**config.mk**
```make
export PLATFORM = sky130hd
export DESIGN_NAME = mac_acc_ctrl
export DESIGN_NICKNAME = d
export VERILOG_FILES = /design/src/rtl/mac_pkg.sv /design/src/rtl/mac_acc_ctrl.sv
export SDC_FILE = /design/constraint.sdc
export NUM_CORES = 1
export LEC_CHECK = 0
export BUFFER_PORTS_ARGS = -buffer_cell sky130_fd_sc_hd__buf_2
export CORE_UTILIZATION = 52
export DETAILED_ROUTE_END_ITERATION = 12
export HOLD_SLACK_MARGIN = 0.02
export PLACE_DENSITY_LB_ADDON = 0.25
export SKIP_CTS_REPAIR_TIMING = 1
export SYNTH_ARGS = -nofsm -noshare
export SYNTH_HDL_FRONTEND = slang
export SYNTH_SLANG_ARGS = --single-unit
```
**constraint.sdc**
```tcl
create_clock -name clk -period 7.17 [get_ports clk]
set_input_delay 1.0755 -clock clk [delete_from_list [all_inputs] [get_ports clk]]
set_output_delay 1.0755 -clock clk [all_outputs]
set_load 0.02 [all_outputs]
```
**src/rtl/mac_pkg.sv**
```systemverilog
// Shared definitions for the MAC accumulation path: FSM state encoding and
// default lane/psum/latency widths used by mac_acc_ctrl and mac_wrapper users.
package mac_pkg;

  localparam int MAC_BW      = 4;
  localparam int MAC_PSUM_BW = 16;
  localparam int MAC_LAT     = 2;

  typedef enum logic [1:0] {
    ST_IDLE = 2'd0,
    ST_WAIT = 2'd1,
    ST_DONE = 2'd2
  } state_t;

  // Width of a down-counter that must hold lat-1; never narrower than one bit.
  function automatic int wait_bw(input int lat);
    return (lat > 1) ? $clog2(lat) : 1;
  endfunction

endpackage

```
**src/rtl/mac_acc_ctrl.sv**
```systemverilog
// Sequences 4-lane operand beats into an external mac_wrapper, feeding each
// partial sum back through mac_c until the last beat, then presents the result.
module mac_acc_ctrl
  import mac_pkg::*;
#(
  parameter int bw      = MAC_BW,
  parameter int psum_bw = MAC_PSUM_BW,
  parameter int mac_lat = MAC_LAT,
  parameter int cnt_bw  = 8
) (
  input  logic                clk,
  input  logic                reset,
  input  logic                in_valid,
  output logic                in_ready,
  input  logic [4*bw-1:0]     in_a,
  input  logic [4*bw-1:0]     in_b,
  input  logic                in_last,
  output logic [bw-1:0]       mac_a0,
  output logic [bw-1:0]       mac_a1,
  output logic [bw-1:0]       mac_a2,
  output logic [bw-1:0]       mac_a3,
  output logic [bw-1:0]       mac_b0,
  output logic [bw-1:0]       mac_b1,
  output logic [bw-1:0]       mac_b2,
  output logic [bw-1:0]       mac_b3,
  output logic [psum_bw-1:0]  mac_c,
  input  logic [psum_bw-1:0]  mac_out,
  output logic                out_valid,
  input  logic                out_ready,
  output logic [psum_bw-1:0]  out_psum,
  output logic [cnt_bw-1:0]   out_cnt,
  output logic                out_ovf
);

  localparam int                 WAIT_BW   = wait_bw(mac_lat);
  localparam logic [WAIT_BW-1:0] WAIT_INIT = WAIT_BW'(mac_lat - 1);

  state_t               r_state;
  state_t               w_next_state;
  logic [WAIT_BW-1:0]   r_wait_cnt;
  logic [psum_bw-1:0]   r_acc;
  logic [cnt_bw-1:0]    r_cnt;
  logic                 r_ovf;
  logic                 r_last;
  logic                 r_first;

  logic                 w_accept;
  logic                 w_capture;
  logic                 w_release;

  assign w_accept  = (r_state == ST_IDLE) && in_valid;
  assign w_capture = (r_state == ST_WAIT) && (r_wait_cnt == '0);
  assign w_release = (r_state == ST_DONE) && out_ready;

  // NOTE: state and datapath registers use non-blocking assignments so every
  // flop samples pre-edge values regardless of process evaluation order.
  always_ff @(posedge clk or posedge reset) begin
    if (reset) r_state <= ST_IDLE;
    else       r_state <= w_next_state;
  end

  // NOTE: every output of this block gets a default first, so no path through
  // the case statement can leave a value unassigned and infer a latch.
  always_comb begin
    w_next_state = r_state;
    in_ready     = 1'b0;
    out_valid    = 1'b0;
    unique case (r_state)
      ST_IDLE: begin
        in_ready = 1'b1;
        if (in_valid) w_next_state = ST_WAIT;
      end
      ST_WAIT: begin
        if (r_wait_cnt == '0) w_next_state = r_last ? ST_DONE : ST_IDLE;
      end
      ST_DONE: begin
        out_valid = 1'b1;
        if (out_ready) w_next_state = ST_IDLE;
      end
      default: w_next_state = ST_IDLE;
    endcase
  end

  always_ff @(posedge clk or posedge reset) begin
    if (reset) begin
      mac_a0     <= '0;
      mac_a1     <= '0;
      mac_a2     <= '0;
      mac_a3     <= '0;
      mac_b0     <= '0;
      mac_b1     <= '0;
      mac_b2     <= '0;
      mac_b3     <= '0;
      mac_c      <= '0;
      r_wait_cnt <= '0;
      r_acc      <= '0;
      r_cnt      <= '0;
      r_ovf      <= 1'b0;
      r_last     <= 1'b0;
      r_first    <= 1'b1;
    end else begin
      if (w_accept) begin
        mac_a0     <= in_a[0*bw +: bw];
        mac_a1     <= in_a[1*bw +: bw];
        mac_a2     <= in_a[2*bw +: bw];
        mac_a3     <= in_a[3*bw +: bw];
        mac_b0     <= in_b[0*bw +: bw];
        mac_b1     <= in_b[1*bw +: bw];
        mac_b2     <= in_b[2*bw +: bw];
        mac_b3     <= in_b[3*bw +: bw];
        mac_c      <= r_first ? '0 : r_acc;
        r_last     <= in_last;
        r_wait_cnt <= WAIT_INIT;
        r_first    <= 1'b0;
        if (r_first) begin
          r_cnt <= cnt_bw'(1);
          r_ovf <= 1'b0;
        end else begin
          r_cnt <= r_cnt + cnt_bw'(1);
          // Sticky: once the count wraps, the vector is flagged until it ends.
          if (&r_cnt) r_ovf <= 1'b1;
        end
      end else if ((r_state == ST_WAIT) && (r_wait_cnt != '0)) begin
        r_wait_cnt <= r_wait_cnt - WAIT_BW'(1);
      end

      if (w_capture) r_acc   <= mac_out;
      if (w_release) r_first <= 1'b1;
    end
  end

  assign out_psum = r_acc;
  assign out_cnt  = r_cnt;
  assign out_ovf  = r_ovf;

endmodule

```
==> results of run 1 <==
power by group through the flow:
stage	sequential (mW)	combinational, mW	clock, mW
global placement	0.810	0.888	0
global route	0.846	1.00	0.301
floorplan	1.02	0.404	0
detailed placement	0.816	0.912	0
finish	0.811	0.900	0.274
CTS	0.811	0.911	0.283
path summary, 6_finish.rpt:
| path | from | endpoint | slack, ns |
|---|---|---|---|
| setup / recovery | in_valid | out_ovf | 4.71 |
| hold / removal | mac_c[12] | mac_c[12] | 0.46 |
| setup reg to reg | r_state[0] | out_ovf | 5.06 |
| hold reg to reg | mac_c[12] | mac_c[12] | 0.46 |
| max in group asynchronous | reset | out_cnt[1] | 5.51 |
| min in group asynchronous | reset | mac_a1[0] | 1.03 |
final cells by class:
| class | count | share of cell area |
|---|---|---|
| Inverter | 3 | 0.00313 |
| Sequential cell | 78 | 0.488 |
| Clock buffer | 12 | 0.0363 |
| Clock inverter | 2 | 0.00250 |
| Multi-Input combinational cell | 213 | 0.280 |
| Timing Repair Buffer | 131 | 0.166 |
| Tap cell | 75 | 0.0235 |
worst reg2reg max path: cells and delay by family, from the launching register on:
family | cells | cell delay, ns
flip-flops | 1 | 0.48
AND/OR/NAND/NOR | 2 | 1.37
AO/OA/AOI/OAI | 1 | 0.18
cell usage after synthesis, types with 2 or more instances:
cell type,number
nand2_1,139
dfrtp_1,77
nand3b_1,17
mux2_2,16
clkbuf_1,14
o21ai_0,7
nor2_1,4
inv_1,3
a21oi_1,2
a31oi_1,2
and4_1,2
buf_2,2
nand3_1,2
nand4_1,2
o31ai_1,2
kinds of logic after synthesis:
group,Yosys count,synth area share
muxes,17,0.0602
buffers and inverters,21,0.0293
DFF,78,0.618
and+or+nand+nor,176,0.249
adders and majority gates,1,0.00396
AOI/OAI and AO/OA,19,0.0396
metal layers:
| metal | track usage | vias to the layer above |
|---|---|---|
| met4 | 0.114 | 0 |
| met3 | 0.0549 | 10 |
| met5 | 0 | - |
| met1 | 0.303 | 1198 |
| li1 | - | 1257 |
| met2 | 0.365 | 87 |
stage by stage:
stage	power, mW	worst slack, ns	std cells	hold WS, ns
2_1_floorplan	1.42	4.10	312	0.446
3_3_place_gp	1.70	4.42	500	0.445
3_5_place_dp	1.73	4.39	500	0.450
4_1_cts	2.00	4.76	514	0.468
5_1_grt	2.15	4.63	514	0.494
6_report	1.99	4.71	514	0.460
==> results.py, run 1 <==
metrics = {
    "outcome": {
        "violations": "DRC",
        "status": "complete, but fails checks",
    },
    "power_and_ir_drop": {
        "p_clk_frac": 0.138,
        "intPower_mw": 1.12,
        "vdd_drop_max_mv": 0.221,
        "netSwitchingFraction": 0.436,
        "p_leak_nw": 2.19,
        "power_density_nw_per_um2": 496,
        "p_seq_frac": 0.409,
        "combPwrFrac": 0.453,
        "p_sw_mw": 0.865,
    },
    "layout": {
        "syn2layout_area_growth_pct": 26.6,
        "final_common_cell": "nand2_1",
        "n_antenna_cell": 0,
        "fillCellCount": 488,
        "drive_gt1_frac": 0.376,
        "seqCellArea_sq_um": 1950,
        "stdcell_area_sq_um": 4000,
        "final_cell_mix": "nand2_1 (139), buf_2 (127), dfrtp_1 (77)",
        "multiInputGateArea_sq_um": 1120,
        "nNetsFinal": 490,
        "final_util": 0.680,
    },
    "setup_path": {
        "crit_cells": 4,
        "arrival_ns": 2.71,
        "cp_top_family": "simple AND/OR/NAND/NOR gates",
        "rr_worst_depth": 3,
        "cpPeakStageDelay_ns": 0.90,
        "startpoint_type": "primary input",
        "criticalPathCategory": "in2reg",
        "critPathMaxFanout": 59,
        "cp_cell_sequence": "buf_2 > or3b_2 > nor4_1 > a2bb2oi_1",
        "critPathSlowestCell": "or3b_2",
        "crit_buf_inv": 1,
        "crit_required_ns": 7.42,
        "end_kind": "flop",
    },
    "worst_hold_path": {
        "hold_path_class": "reg2reg",
        "hold_depth": 2,
    },
    "timing": {
        "rsz0062_at_grt": "false",
        "final.min_clock_period_ns": 2.46,
        "finalHoldViolations": 0,
        "skew_ns": 0.00586,
        "max_freq_mhz": 407,
        "slew_viol_final": 0,
        "tightest_slew_ns": 1.16,
        "finalSetupTns_ns": 0,
        "relSlewSlack": 0.225,
        "finalSetupViolCount": 0,
        "period_share": 0.343,
    },
    "drt": {
        "drtAntennaViolNets": 0,
        "drt-total-wl_um": 6770,
        "highest_layer": "met4",
        "num_vias": 2552,
        "drt_iter0_drc": 166,
        "remaining_drc_errors": 1,
        "wl_met2_um": 3340,
        "wl_per_cell_um": 13.2,
        "m1WireLength_um": 2970,
        "via_per_inst": 4.96,
        "wl_met3_um": 360,
        "drtPass1Iterations": 8,
    },
    "floorplan": {
        "die_h_um": 80.0,
        "coreArea_sq_um": 5890,
        "initial_core_util": 0.537,
        "io_pins": 128,
        "die_area_sq_um": 6390,
        "die_x_um": 80.0,
        "rows": 28,
    },
    "synth": {
        "syn_area_per_cell_sq_um": 10.1,
        "synthFlopType": "dfrtp_1",
        "synth.cell_area_sq_um": 3160,
        "synth_edf_count": 0,
        "async_reset_ff_frac": 1.00,
        "synth_cell_types": 36,
        "syn_inst": 312,
        "synth_top_area_frac": 0.610,
        "ys_seq_area_frac": 0.618,
        "netlist.top_cell.by_area": "dfrtp_1",
        "ys_seq_elements": 78,
        "yosys_warnings": 0,
        "synth.area.top_cells": "dfrtp_1 (61%), nand2_1 (17%), mux2_2 (5.7%), nand3b_1 (4.0%), clkbuf_1 (1.7%)",
        "syn-num-nets": 366,
    },
    "placed_design": {
        "placed_area_sq_um": 3840,
        "gp_congestion": 0.745,
        "port_buffers": 127,
        "dp_hpwl_um": 4530,
    },
    "clock_network": {
        "clock_latency_ns": 0.33,
        "cts_buffers": 9,
        "clk_pin_slew_ns": 0.08,
        "htree_levels": 3,
        "cts_sinks": 78,
        "clk_path_buf_depth": 2,
        "cts_tree": "done",
        "cts-root-buf": "clkbuf_8",
    },
    "flow_run": {
        "cap_violations": 0,
    },
    "grt": {
        "track_usage": 0.233,
        "antenna_found_initial": 0,
        "grt_pass1_wl_um": 11300,
        "first_global_vias": 2434,
        "gr-total-overflow": 0,
        "grt_max_degree": 79,
    },
}
Note: power is estimated with default switching activity, not from simulation.
==> run 2: changes to the inputs <==
--- a/config.mk
+++ b/config.mk
@@ -6,7 +6,7 @@
 export NUM_CORES = 1
 export LEC_CHECK = 0
 export BUFFER_PORTS_ARGS = -buffer_cell sky130_fd_sc_hd__buf_2
-export CORE_UTILIZATION = 52
+export CORE_UTILIZATION = 43
 export DETAILED_ROUTE_END_ITERATION = 12
 export HOLD_SLACK_MARGIN = 0.02
 export PLACE_DENSITY_LB_ADDON = 0.25
==> constraint.sdc (replaced) <==
create_clock -name clk -period 2.2 [get_ports clk]
set_input_delay 0.33 -clock clk [delete_from_list [all_inputs] [get_ports clk]]
set_output_delay 0.33 -clock clk [all_outputs]
set_load 0.02 [all_outputs]
==> results.py, run 2 (synthesis results as in run 1) <==
metrics = {
    "grt": {
        "gr-total-overflow": 0,
        "grt_pass1_wl_um": 11400,
        "first_global_vias": 2454,
        "track_usage": 0.191,
        "grt_max_degree": 53,
        "antenna_found_initial": 0,
    },
    "setup_path": {
        "arrival_ns": 2.09,
        "criticalPathCategory": "reg2reg",
        "cp_cell_sequence": "or3b_2 > buf_4 > a22o_1",
        "startpoint_type": "flop",
        "end_kind": "flop",
        "critPathMaxFanout": 48,
        "cp_top_family": "simple AND/OR/NAND/NOR gates",
        "cpPeakStageDelay_ns": 0.63,
        "crit_required_ns": 2.46,
        "critPathSlowestCell": "or3b_2",
        "crit_buf_inv": 1,
    },
    "layout": {
        "syn2layout_area_growth_pct": 30.4,
        "final_cell_mix": "nand2_1 (139), buf_2 (127), dfrtp_1 (77)",
        "drive_gt1_frac": 0.385,
        "n_antenna_cell": 0,
        "nNetsFinal": 493,
        "final_common_cell": "nand2_1",
    },
    "clock_network": {
        "clock_latency_ns": 0.34,
        "htree_levels": 3,
        "cts-root-buf": "clkbuf_8",
        "clk_pin_slew_ns": 0.07,
        "cts_buffers": 9,
        "cts_sinks": 78,
        "cts_tree": "done",
        "clk_path_buf_depth": 2,
    },
    "timing": {
        "final.min_clock_period_ns": 1.83,
        "finalSetupTns_ns": 0,
        "slew_viol_final": 0,
        "tightest_slew_ns": 0.653,
        "skew_ns": 0.00862,
        "rsz0062_at_grt": "false",
        "hold_ws_ns": 0.0701,
        "finalSetupViolCount": 0,
        "finalHoldViolations": 0,
        "period_share": 0.830,
        "relSlewSlack": 0.558,
        "max_freq_mhz": 548,
    },
    "worst_hold_path": {
        "hold_path_class": "in2async",
    },
    "drt": {
        "drtPass1Iterations": 5,
        "wl_per_cell_um": 12.9,
        "drt-total-wl_um": 6990,
        "via_per_inst": 4.80,
        "remaining_drc_errors": 0,
        "num_vias": 2593,
        "drt_iter0_drc": 127,
        "drtAntennaViolNets": 0,
    },
    "outcome": {
        "status": "complete, no violations",
    },
    "floorplan": {
        "initial_core_util": 0.455,
        "rows": 30,
        "io_pins": 128,
        "coreArea_sq_um": 6940,
        "die_area_sq_um": 7700,
        "die_h_um": 87.7,
        "die_x_um": 87.7,
    },
    "flow_run": {
        "cap_violations": 0,
    },
    "power_and_ir_drop": {
        "power_density_nw_per_um2": 1640,
        "vdd_drop_max_mv": 0.667,
        "p_leak_nw": 2.23,
    },
    "placed_design": {
        "port_buffers": 127,
        "dp_hpwl_um": 4840,
        "gp_congestion": 0.775,
    },
}
==> run 2: layer usage <==
metal  wire, um  vias to the layer above  GRT usage  share of wire
met3        344                       11     0.0405          0.049
met2       3400                       75      0.308           0.49
met5          0                        -          0              0
li1           -                     1279          -              -
met4        129                        0     0.0820          0.018
met1       3110                     1228      0.251           0.45
==> run 2: cell type report <==
cell class	instances	area, sq um
fill	636	2820
tap	96	120
inverter	3	15.0
multi-input combinational	213	1120
clock inverter	6	86.3
timing repair buffer	134	701
sequential	78	1950
clock buffer	10	128
==> run 2: power breakdown <==
part | switching [mW] | total, mW | internal, mW
combinational | 1.84 | 2.96 | 1.12
clock | 0.512 | 1.15 | 0.638
sequential | 0.523 | 2.65 | 2.12
total | 2.87 | 6.76 | 3.88
==> run 2: metrics by stage <==
stage	worst slack, ns	utilization	area, sq um	power, mW	instances
floorplan	0.543	-	3160	4.63	312
global placement	0.444	0.563	3910	5.61	524
detailed placement	0.397	0.563	3910	5.68	524
CTS	0.386	0.594	4120	6.84	540
global route	0.321	0.594	4120	7.26	540
finish	0.374	0.594	4120	6.76	540
==> run 2: worst paths after layout <==
path                       startpoint           to  slack (ns)  cells after the start
max                        r_state[1]      r_first        0.37                      3
min                             reset  out_psum[7]        0.07                      3
max reg2reg                r_state[1]      r_first        0.37                      3
min reg2reg                  mac_c[7]     mac_c[7]        0.46                      2
max in group asynchronous       reset      r_first        1.85                      3
min in group clk              in_a[8]    mac_a2[0]        0.18                      3
==> run 2: worst min-delay path: stages <==
cell	delay [ns]
buf_2	0.11
clkinvlp_4	0.08
buf_12	0.27
==> run 3: changes to the inputs <==
--- a/config.mk
+++ b/config.mk
@@ -6,7 +6,7 @@
 export NUM_CORES = 1
 export LEC_CHECK = 0
 export BUFFER_PORTS_ARGS = -buffer_cell sky130_fd_sc_hd__buf_2
-export CORE_UTILIZATION = 43
+export CORE_UTILIZATION = 48
 export DETAILED_ROUTE_END_ITERATION = 12
 export HOLD_SLACK_MARGIN = 0.02
 export PLACE_DENSITY_LB_ADDON = 0.25
==> constraint.sdc (replaced) <==
create_clock -name clk -period 1.7 [get_ports clk]
set_input_delay 0.255 -clock clk [delete_from_list [all_inputs] [get_ports clk]]
set_output_delay 0.255 -clock clk [all_outputs]
set_load 0.02 [all_outputs]
==> results.py, run 3 (synthesis results as in run 1) <==
metrics = {
    "setup_path": {
        "startpoint_type": "flop",
        "cp_cell_sequence": "or4b_4 > or4_1 > nand3_1",
        "cp_top_family": "simple AND/OR/NAND/NOR gates",
        "end_kind": "flop",
        "arrival_ns": 1.88,
        "r2r_end": "out_cnt[6]",
        "rr_worst_depth": 3,
        "cpPeakStageDelay_ns": 0.56,
        "critPathMaxFanout": 3,
        "crit_buf_inv": 0,
        "criticalPathCategory": "reg2reg",
        "critPathSlowestCell": "or4b_4",
        "crit_required_ns": 1.97,
        "r2r_start": "r_state[1]",
        "reg2reg_slack_ns": 0.09,
    },
    "power_and_ir_drop": {
        "p_leak_nw": 2.28,
        "vdd_drop_max_mv": 1.01,
        "power_density_nw_per_um2": 2080,
        "power_mw": 8.66,
    },
    "drt": {
        "num_vias": 2641,
        "remaining_drc_errors": 0,
        "via_per_inst": 4.97,
        "wl_per_cell_um": 13.4,
        "drt-total-wl_um": 7120,
        "drt_iter0_drc": 126,
        "drtAntennaViolNets": 0,
        "drtPass1Iterations": 4,
    },
    "clock_network": {
        "clock_latency_ns": 0.34,
        "clk_path_buf_depth": 2,
        "htree_levels": 3,
        "cts_buffers": 9,
        "cts_tree": "done",
        "clk_pin_slew_ns": 0.08,
        "cts-root-buf": "clkbuf_8",
        "cts_sinks": 78,
    },
    "worst_hold_path": {
        "holdPathEnd": "mac_a1[3]",
        "hold_path_class": "in2reg",
        "hold_start": "in_a[7]",
        "hold_depth": 3,
    },
    "flow_run": {
        "cap_violations": 0,
    },
    "floorplan": {
        "rows": 29,
        "die_x_um": 83.1,
        "initial_core_util": 0.498,
        "coreArea_sq_um": 6350,
        "die_area_sq_um": 6910,
        "die_h_um": 83.1,
        "io_pins": 128,
    },
    "timing": {
        "finalSetupViolCount": 0,
        "finalHoldViolations": 0,
        "skew_ns": 0.00709,
        "max_freq_mhz": 622,
        "final.min_clock_period_ns": 1.61,
        "period_share": 0.946,
        "rsz0062_at_grt": "false",
        "hold_ws_ns": 0.104,
        "worst_slack_ns": 0.0925,
        "tightest_slew_ns": 0.545,
        "slew_viol_final": 0,
        "relSlewSlack": 0.636,
        "finalSetupTns_ns": 0,
    },
    "placed_design": {
        "port_buffers": 127,
        "gp_congestion": 0.845,
        "place_ws_ns": 0.114,
        "dp_hpwl_um": 5040,
    },
    "layout": {
        "syn2layout_area_growth_pct": 31.9,
        "final_util": 0.657,
        "n_antenna_cell": 0,
        "drive_gt1_frac": 0.399,
        "final_cell_mix": "nand2_1 (139), buf_2 (127), dfrtp_1 (77)",
        "final_common_cell": "nand2_1",
        "nNetsFinal": 504,
    },
    "grt": {
        "grt_pass1_wl_um": 11900,
        "grt_max_degree": 48,
        "track_usage": 0.216,
        "grt_use_met1": 0.269,
        "gr-usage-met2": 0.362,
        "first_global_vias": 2578,
        "antenna_found_initial": 1,
        "met3_usage": 0.0557,
        "top_usage_layer": "met2",
        "gr-total-overflow": 0,
    },
    "outcome": {
        "status": "complete, no violations",
    },
}
run 3: cell count changes in the layout (fill, tap and decap cells not counted):
cell and delta:
buf_12 +2, buf_4 +8, bufinv_16 -2, clkbuf_1 -1
clkbuf_8 +2, clkinv_2 +1, clkinv_4 -1, dlygate4sd3_1 +1
run 3: worst max-delay path by stage:
stage / slack, ns / depth (start not counted) / from / end
6_report: 0.09 / 3 / r_state[1] / out_cnt[6]
5_1_grt: 0.03 / 4 / r_state[1] / out_valid
3_3_place_gp: 0.13 / 3 / r_state[1] / out_cnt[6]
2_1_floorplan: 0.04 / 4 / r_state[1] / out_cnt[6]
3_5_place_dp: 0.11 / 3 / r_state[1] / out_cnt[6]
4_1_cts: 0.1 / 3 / r_state[1] / out_cnt[6]
run 3: final cells by class:
type	count	area [sq um]
clock buffer	11	151
fill	546	2180
sequential	78	1950
multi-input combinational	213	1120
inverter	3	15.0
clock inverter	4	22.5
timing repair buffer	145	811
tap	77	96.3
run 3: metrics by stage:
stage / area, sq um / cells
floorplan: 3160 / 312
global placement: 3990 / 515
detailed placement: 3990 / 515
CTS: 4160 / 530
global route: 4170 / 531
finish: 4170 / 531
run 3: routing by layer:
layer / up-vias / wire length [um]
li1: 1291 / -
met1: 1253 / 3030
met2: 88 / 3540
met3: 9 / 453
met4: 0 / 99
met5: - / 0
run 3: where the power goes:
part           switching (mW)  internal, mW  total (mW)
Clock                   0.629         0.594        1.22
Combinational            2.57          1.59        4.16
Sequential              0.523          2.75        3.27
Total                    3.73          4.93        8.66
run 3: worst register-to-register path: stages (launching register included):
cell	delay (ns)
dfrtp_1	0.39
or4b_4	0.56
or4_1	0.51
nand3_1	0.09
